## config.mk

```make
export PLATFORM = sky130hd
export DESIGN_NAME = mem_arbiter
export DESIGN_NICKNAME = d
export VERILOG_FILES = /design/src/rtl/mem_arbiter_pkg.sv /design/src/rtl/rv32i_types.sv /design/src/rtl/mem_arbiter.sv
export SDC_FILE = /design/constraint.sdc
export NUM_CORES = 1
export LEC_CHECK = 0
export CORE_AREA = 5 5 117 119
export CTS_CLUSTER_SIZE = 20
export DETAILED_ROUTE_END_ITERATION = 16
export DIE_AREA = 0 0 122 124
export GPL_TIMING_DRIVEN = 1
export PLACE_DENSITY = 0.78
export SLEW_MARGIN = 15
export SYNTH_ARGS = -nofsm -noshare
export SYNTH_HDL_FRONTEND = slang
export SYNTH_SLANG_ARGS = --single-unit
export TNS_END_PERCENT = 1
```

## constraint.sdc

```tcl
create_clock -name clk -period 3.4 [get_ports clk]
set_input_delay 0.68 -clock clk [delete_from_list [all_inputs] [get_ports clk]]
set_output_delay 0.68 -clock clk [all_outputs]
set_load 0.005 [all_outputs]
```

## src/rtl/mem_arbiter_pkg.sv

```systemverilog
// Types and constants for the split-port to single-port memory arbiter.
package mem_arbiter_types;

  localparam int unsigned BE_W = 4;

  // Fetches always access the full word.
  localparam logic [BE_W-1:0] BE_FULL = {BE_W{1'b1}};

  typedef enum logic [1:0] {
    IDLE = 2'd0,
    INST = 2'd1,
    DATA = 2'd2
  } arb_state_t;

  typedef enum logic {
    GRANT_INST = 1'b0,
    GRANT_DATA = 1'b1
  } grant_t;

endpackage : mem_arbiter_types

```

## src/rtl/rv32i_types.sv

```systemverilog
// Shared RV32I datapath types used by the memory-side blocks.
package rv32i_types;

  localparam int unsigned XLEN = 32;

  typedef logic [XLEN-1:0] rv32i_word;

endpackage : rv32i_types

```

## src/rtl/mem_arbiter.sv

```systemverilog
// mem_arbiter: serves the CPU instruction and data memory ports from one
// shared physical memory port.
//   clk, rst (async, active-low)
//   inst_mem_*  : instruction port (read-only; write/wdata/byte_enable unused)
//   data_mem_*  : data port (read/write with byte enables)
//   pmem_*      : shared physical memory port; request side registered,
//                 CPU resp pulses are combinational from pmem_resp
//   FAIR        : 1 = alternate grants on contention, 0 = data port wins
module mem_arbiter
  import mem_arbiter_types::*;
  import rv32i_types::*;
#(
  parameter bit FAIR = 1'b1
) (
  input  logic            clk,
  input  logic            rst,

  input  rv32i_word       inst_mem_address,
  input  logic            inst_mem_read,
  input  logic            inst_mem_write,
  input  rv32i_word       inst_mem_wdata,
  input  logic [BE_W-1:0] inst_mem_byte_enable,
  output rv32i_word       inst_mem_rdata,
  output logic            inst_mem_resp,

  input  rv32i_word       data_mem_address,
  input  logic            data_mem_read,
  input  logic            data_mem_write,
  input  logic [BE_W-1:0] data_mem_byte_enable,
  input  rv32i_word       data_mem_wdata,
  output rv32i_word       data_mem_rdata,
  output logic            data_mem_resp,

  output rv32i_word       pmem_address,
  output logic            pmem_read,
  output logic            pmem_write,
  output logic [BE_W-1:0] pmem_byte_enable,
  output rv32i_word       pmem_wdata,
  input  rv32i_word       pmem_rdata,
  input  logic            pmem_resp
);

  arb_state_t state_q, state_d;
  grant_t     last_grant_q, last_grant_d;
  logic       grant_vld_c;
  grant_t     grant_sel_c;
  logic       req_inst_c;
  logic       req_data_c;

  // The instruction port never writes; fold its write-side inputs away.
  logic unused_inst_wr;
  assign unused_inst_wr = ^{inst_mem_write, inst_mem_wdata, inst_mem_byte_enable};

  assign req_inst_c = inst_mem_read;
  assign req_data_c = data_mem_read | data_mem_write;

  // FSM state and grant history.
  always_ff @(posedge clk or negedge rst) begin
    if (!rst) begin
      state_q      <= IDLE;
      last_grant_q <= GRANT_INST;
    end else begin
      state_q      <= state_d;
      last_grant_q <= last_grant_d;
    end
  end

  // Grant decision and next state.
  always_comb begin
    state_d      = state_q;
    grant_vld_c  = 1'b0;
    grant_sel_c  = GRANT_INST;
    last_grant_d = last_grant_q;
    unique case (state_q)
      IDLE: begin
        // Data wins when alone, under strict priority, or when inst had the last turn.
        if (req_data_c && (!req_inst_c || !FAIR || (last_grant_q == GRANT_INST))) begin
          grant_vld_c = 1'b1;
          grant_sel_c = GRANT_DATA;
          state_d     = DATA;
        end else if (req_inst_c) begin
          grant_vld_c = 1'b1;
          grant_sel_c = GRANT_INST;
          state_d     = INST;
        end
        if (grant_vld_c) begin
          last_grant_d = grant_sel_c;
        end
      end
      INST, DATA: begin
        if (pmem_resp) begin
          state_d = IDLE;
        end
      end
      default: state_d = IDLE;
    endcase
  end

  // Physical port request registers: loaded on grant, strobes cleared on completion.
  always_ff @(posedge clk or negedge rst) begin
    if (!rst) begin
      pmem_address     <= '0;
      pmem_read        <= 1'b0;
      pmem_write       <= 1'b0;
      pmem_byte_enable <= '0;
      pmem_wdata       <= '0;
    end else if (grant_vld_c) begin
      if (grant_sel_c == GRANT_DATA) begin
        pmem_address     <= data_mem_address;
        // A simultaneous read+write is served as a write only.
        pmem_read        <= data_mem_read & ~data_mem_write;
        pmem_write       <= data_mem_write;
        pmem_byte_enable <= data_mem_byte_enable;
        pmem_wdata       <= data_mem_wdata;
      end else begin
        pmem_address     <= inst_mem_address;
        pmem_read        <= 1'b1;
        pmem_write       <= 1'b0;
        pmem_byte_enable <= BE_FULL;
        pmem_wdata       <= '0;
      end
    end else if ((state_q != IDLE) && pmem_resp) begin
      pmem_read  <= 1'b0;
      pmem_write <= 1'b0;
    end
  end

  // Read data passes straight through; only the resp pulse qualifies it.
  assign inst_mem_rdata = pmem_rdata;
  assign data_mem_rdata = pmem_rdata;
  assign inst_mem_resp  = (state_q == INST) & pmem_resp;
  assign data_mem_resp  = (state_q == DATA) & pmem_resp;

endmodule : mem_arbiter

```

==> results.json, run 1 <==
{
  "tightest_slew_ns": 0.9367,
  "switchingPower_uw": 1616,
  "synth_area_sq_um": 3596,
  "cts_buffers": 9,
  "port-buffer-count": 177,
  "drt_pass1_iterations": 4,
  "syn_to_final_growth_pct": 47.77,
  "clk_path_buf_depth": 2,
  "maxCapViolations": 0,
  "cp.required_ns": 2.72,
  "cts_sinks": 73,
  "gp_congestion": 0.7673,
  "antenna_found_initial": 0,
  "avgSynthCellArea_sq_um": 11.10,
  "rsz0062_at_grt": "no",
  "max_freq_mhz": 390.6,
  "drt-wirelength-per-cell_um": 18.50,
  "holdBufCountCts": 0,
  "wirelength_um": 11210,
  "period_needed_ns": 2.560,
  "grt_start_max_net_pins": 74,
  "synthArstFlopShare_pct": 100.0,
  "num-fill-cells": 1152,
  "setup_slack_ns": 0.8395,
  "vias_per_cell": 4.835,
  "cts-htree-levels": 3,
  "initial_core_util_pct": 28.85,
  "ys_seq_area_share_pct": 50.80,
  "relSlewSlack_pct": 37.56,
  "post_cts_resized": 0,
  "first_iter_violations": 102,
  "critPathKind": "in -> out",
  "dp_hpwl_um": 7971,
  "outcome": "finished, final reports clean",
  "grt_pass1_wl_um": 16870,
  "cp-end-kind": "primary output",
  "rr_startpoint": "state_q[0]",
  "die_height_um": 124,
  "synth.distinct_cells": 27,
  "fin_skew_ns": 0.007155,
  "drv_slew": 0,
  "arrival_ns": 1.88,
  "core_region_area_sq_um": 12470,
  "worstHoldPathType": "in -> async",
  "rows": 41,
  "grt_pass1_vias": 3215,
  "yosysWarnings": 0,
  "cts_tree": "yes",
  "crit_path_start_kind": "input pin",
  "preCtsSetupSlack_ns": 0.8369,
  "insertion_delay_ns": 0.33,
  "drc": 0,
  "ant_nets": 0,
  "ys_ff_latch": 73,
  "synth_edf_count": 0,
  "ctsRootBufferMaster": "clkbuf_16",
  "synthCells": 324,
  "cts.reportedPaths.clkPinSlew_ns": 0.06,
  "final.setup.tns_ns": 0,
  "grt_usage_pct": 14.45,
  "stdcell_count": 606,
  "globalRouteOverflowTotal": 0,
  "r2r_setup_slack_ns": 1.51,
  "seq_power_share_pct": 32.2,
  "fin_total_pwr_uw": 4737,
  "ir_worst_vdd_uv": 347.0,
  "powerDensity_nw_per_um2": 891.5,
  "synth-main-ff-cell": "dfrtp_1",
  "drive_gt1_share_pct": 5.991,
  "finalCritPeriodShare_pct": 75.31,
  "io_pins": 311,
  "pwr-share-comb_pct": 47.3,
  "worst-r2r-cell-count": 6,
  "utilization_pct": 42.63,
  "dieArea_sq_um": 15130,
  "final-setup-viol-count": 0,
  "cellLeakagePower_uw": 0.002137,
  "nets": 607,
  "reg2reg_to": "pmem_address[24]",
  "pwr-share-clk_pct": 20.5,
  "p_sw_share_pct": 34.11,
  "syn_nets": 502,
  "p_int_uw": 3122,
  "placed_cells": 590,
  "hold_violations": 0,
  "cp_max_fo": 6,
  "antennaDiodeCount": 0,
  "fp.dieW_um": 122,
  "post_cts_buffers": 0,
  "vias": 2930
}
-- kinds of logic (layout without fill, tap and decap cells) --
| family | count (synthesis) | count (layout) | share of synthesized area (%) |
|---|---|---|---|
| AOI/OAI and AO/OA | 143 | 143 | 27.91 |
| and+or+nand+nor | 15 | 15 | 2.471 |
| DFF | 73 | 73 | 50.80 |
| buffers and inverters | 90 | 200 | 17.78 |
| adders and majority gates | 3 | 3 | 1.044 |
-- how the worst max path moves through the flow --
stage | slack (ns) | start | endpoint | cells past startpoint
after detailed placement | 0.84 | pmem_resp | data_mem_resp | 3
after CTS | 0.83 | pmem_resp | data_mem_resp | 3
after global placement | 0.86 | pmem_resp | data_mem_resp | 3
after floorplan | 1.67 | data_mem_write | pmem_wdata[10] | 6
final | 0.84 | pmem_resp | data_mem_resp | 3
after global routing | 0.78 | pmem_resp | data_mem_resp | 3
-- cell usage after synthesis, types with 3 or more instances --
library cell	number	area share [%]
dfrtp_1	73	51
buf_6	5	1.6
clkbuf_1	12	1.3
o21ai_0	36	5.0
nand2_1	5	0.52
buf_4	70	15
o22a_1	4	0.97
a21oi_1	32	4.5
a22o_1	32	7.8
o2bb2ai_1	33	8.0
ha_1	3	1.0
-- area by class of cell --
type	count	area [sq um]	share of cell area, %
flip-flops and latches	73	1827	34.38
repair buffers	182	1819	34.24
multi-input cells	161	1139	21.43
clock buffers	11	242.7	4.568
well taps	172	215.2	4.050
clock inverters	5	63.81	1.201
inverters	2	7.507	0.1413
-- critical path, cell delays in order --
cell             delay (ns)
clkdlybuf4s50_1        0.55
and2_1                 0.15
clkdlybuf4s50_1        0.49
-- layout by cell type (no fill, tap or decap), drive strengths merged, types with 2 or more instances in the layout --
| master | synthesis | routed |
|---|---|---|
| a21oi | 32 | 32 |
| buf | 76 | 6 |
| clkinv | 0 | 2 |
| o2bb2ai | 33 | 33 |
| nand2 | 5 | 5 |
| a22o | 32 | 32 |
| o22a | 4 | 4 |
| o21ai | 36 | 36 |
| clkbuf | 12 | 11 |
| inv | 2 | 3 |
| ha | 3 | 3 |
| dfrtp | 73 | 73 |
| a21boi | 2 | 2 |
| and2 | 3 | 3 |
| clkdlybuf4s50 | 0 | 176 |
| nand2b | 2 | 2 |
-- power by group through the flow --
stage	logic, uW	registers (uW)	clock network [uW]
floorplan	1130	1530	0
global placement	2190	1510	0
detailed placement	2270	1530	0
CTS	2270	1520	994
global route	2420	1570	1030
finish	2240	1520	972
-- metal layers --
metal	share of wire [%]	wire length, um	up-vias	global-route usage [%]
li1	-	-	1325	-
met1	38	4305	1425	16.61
met2	51	5676	130	24.45
met3	6.4	716	50	3.497
met4	4.6	512	0	8.683
met5	0	0	-	0
-- per-stage QoR --
stage	hold WS (ns)	instance area [sq um]
finish	0.4860	5314
global route	0.5042	5314
CTS	0.4950	5314
detailed placement	0.4763	5007
global placement	0.4725	5007
floorplan	0.3844	3596
-- registers in the layout, indices dropped and copies added, names as in the netlist --
register and cells:
pmem_wdata 32, pmem_address 32, state_q 2, pmem_write 1, pmem_read 1, pmem_byte_enable 4, last_grant_q 1
(Power assumes the default switching activity.)
==> inputs of run 2 (changes only) <==
Settings changed: CORE_AREA 5 5 117 119 to not set, CORE_MARGIN set to 5, CORE_UTILIZATION set to 29, DIE_AREA 0 0 122 124 to not set, PLACE_DENSITY 0.78 to 0.81.
Clock period 3.4 ns to 2.3 ns, I/O delays scaled along.
==> run 2 against run 1 <==
Net effect: critical path depth stayed put; flip-flop and latch count is the same; register-to-register slack got worse by 1.2 ns; global-route usage increased by 0.36 points; clock power increased by 43%; non-clock buffer count grew 4; sequential power grew 47%; sequential share of layout area is 0.19 points lower.
==> results.json, run 2 (synthesis gave the netlist of run 1 again) <==
{
  "outcome": "finished, final reports clean",
  "rows": 40,
  "placed_cell_area_sq_um": 5045,
  "gp_congestion": 0.7654,
  "cp_max_fo": 3,
  "antennaDiodeCount": 0,
  "finalCritPeriodShare_pct": 93.99,
  "reg2reg_to": "pmem_address[31]",
  "globalRouteOverflowTotal": 0,
  "cp_slowest_stage_delay_ns": 0.55,
  "vias_per_cell": 4.916,
  "crit_path_start_kind": "input pin",
  "grt_start_max_net_pins": 74,
  "cts.reportedPaths.clkPinSlew_ns": 0.06,
  "tightest_slew_ns": 0.9329,
  "rsz0062_at_grt": "no",
  "fp.dieW_um": 121.4,
  "cpMostUsedCell": "clkdlybuf4s50_1",
  "design_area_sq_um": 5343,
  "post_cts_resized": 0,
  "drt-wirelength-per-cell_um": 18.70,
  "syn_to_final_growth_pct": 48.57,
  "initial_core_util_pct": 29.81,
  "cts_buffers": 9,
  "hold_violations": 0,
  "first_iter_violations": 113,
  "dieArea_sq_um": 14730,
  "nets": 611,
  "cts_tree": "yes",
  "critPathKind": "in -> out",
  "max_freq_mhz": 462.6,
  "period_needed_ns": 2.162,
  "relSlewSlack_pct": 37.81,
  "placed_cells": 590,
  "drive_gt1_share_pct": 6.849,
  "drt_pass1_iterations": 4,
  "cts_sinks": 73,
  "worst-r2r-cell-count": 6,
  "endpoint": "data_mem_resp",
  "post_cts_buffers": 0,
  "antenna_found_initial": 0,
  "layout_common_cells": "clkdlybuf4s50_1 (176), dfrtp_1 (73), o21ai_0 (36)",
  "holdBufCountCts": 0,
  "path_cells": "clkdlybuf4s50_1, and2_1, clkdlybuf4s50_1",
  "reg.largest.list": "pmem_address x32, pmem_wdata x32, pmem_byte_enable x4",
  "arrival_ns": 1.70,
  "stdcell_count": 606,
  "rr_startpoint": "state_q[0]",
  "core_region_area_sq_um": 12060,
  "cts-htree-levels": 3,
  "fin_skew_ns": 0.005985,
  "grt_usage_pct": 14.81,
  "r2r_setup_slack_ns": 0.36,
  "final-setup-viol-count": 0,
  "drv_slew": 0,
  "ir_worst_vdd_uv": 582.9,
  "worstHoldPathType": "in -> async",
  "drc": 0,
  "layout_commonest_cell": "clkdlybuf4s50_1",
  "die_height_um": 121.4,
  "p_sw_share_pct": 33.80,
  "cp.required_ns": 1.84,
  "insertion_delay_ns": 0.33,
  "wirelength_um": 11330,
  "grt_pass1_vias": 3219,
  "holdWs_ns": 0.2825,
  "io_pins": 311,
  "ant_nets": 0,
  "pwr-share-clk_pct": 19.7,
  "pwr-share-comb_pct": 48.4,
  "vias": 2979,
  "clk_path_buf_depth": 2,
  "dp_hpwl_um": 8407,
  "maxCapViolations": 0,
  "switchingPower_uw": 2384,
  "grt_pass1_wl_um": 17040,
  "p_int_uw": 4668,
  "cp-startpoint": "pmem_resp",
  "slowest_stage": "clkdlybuf4s50_1",
  "powerDensity_nw_per_um2": 1320,
  "final.setup.tns_ns": 0,
  "cellLeakagePower_uw": 0.002155,
  "ctsRootBufferMaster": "clkbuf_16",
  "port-buffer-count": 177,
  "seq_power_share_pct": 31.8,
  "cp-end-kind": "primary output",
  "fin_total_pwr_uw": 7052,
  "num-fill-cells": 1115
}
-- run 2: cell types whose count changed in the layout (fill, tap and decap cells not counted), sizes merged --
cell	change
clkinvlp	+1
buf	+4
inv	-1
-- run 2: stage by stage --
step	worst slack (ns)	util (%)
detailed placement	0.06341	41.83
global route	0.09517	44.29
CTS	0.1007	44.29
floorplan	0.7257	-
global placement	0.1187	41.83
finish	0.1382	44.29
-- run 2: power groups by stage --
stage               registers (uW)  logic [uW]  clock network (uW)
finish                        2240        3410                1390
CTS                           2250        3460                1410
global route                  2320        3660                1480
detailed placement            2240        3450                   0
floorplan                     2260        1670                   0
global placement              2230        3330                   0
-- run 2: how the worst min path moves through the flow --
stage,slack (ns),endpoint,depth (start not counted),startpoint
final,0.28,pmem_wdata[13],1,rst
after global routing,0.35,pmem_wdata[18],1,rst
after CTS,0.31,pmem_wdata[8],1,rst
after detailed placement,0.47,pmem_address[20],1,pmem_address[20]
after global placement,0.47,pmem_address[22],1,pmem_address[22]
after floorplan,0.16,last_grant_q,0,rst
-- run 2: layout make-up --
class | instances | area, sq um | area share, %
timing repair buffer | 186 | 1862 | 34.85
sequential | 73 | 1827 | 34.19
multi-input combinational | 161 | 1139 | 21.31
clock buffer | 11 | 242.7 | 4.543
tap | 168 | 210.2 | 3.934
clock inverter | 5 | 55.05 | 1.030
inverter | 2 | 7.507 | 0.1405
-- run 2: worst max-delay path, delay by kind of cell --
family | cells | cell delay [ns]
AND/OR/NAND/NOR | 1 | 0.17
buffers and inverters | 2 | 1.07
-- run 2: routing by layer --
metal / global-route usage (%) / wire (um) / vias to the layer above / share of wire [%]
li1: - / - / 1332 / -
met1: 15.87 / 4057 / 1458 / 36
met4: 9.104 / 619 / 0 / 5.5
met3: 3.916 / 685 / 59 / 6.0
met2: 25.84 / 5968 / 130 / 53
met5: 0 / 0 / - / 0
==> inputs of run 3 (changes only) <==
Settings changed: SKIP_LAST_GASP set to 1.
==> results of run 3 <==
Same layout as run 2: the final DEF is identical, and so are final timing and power.
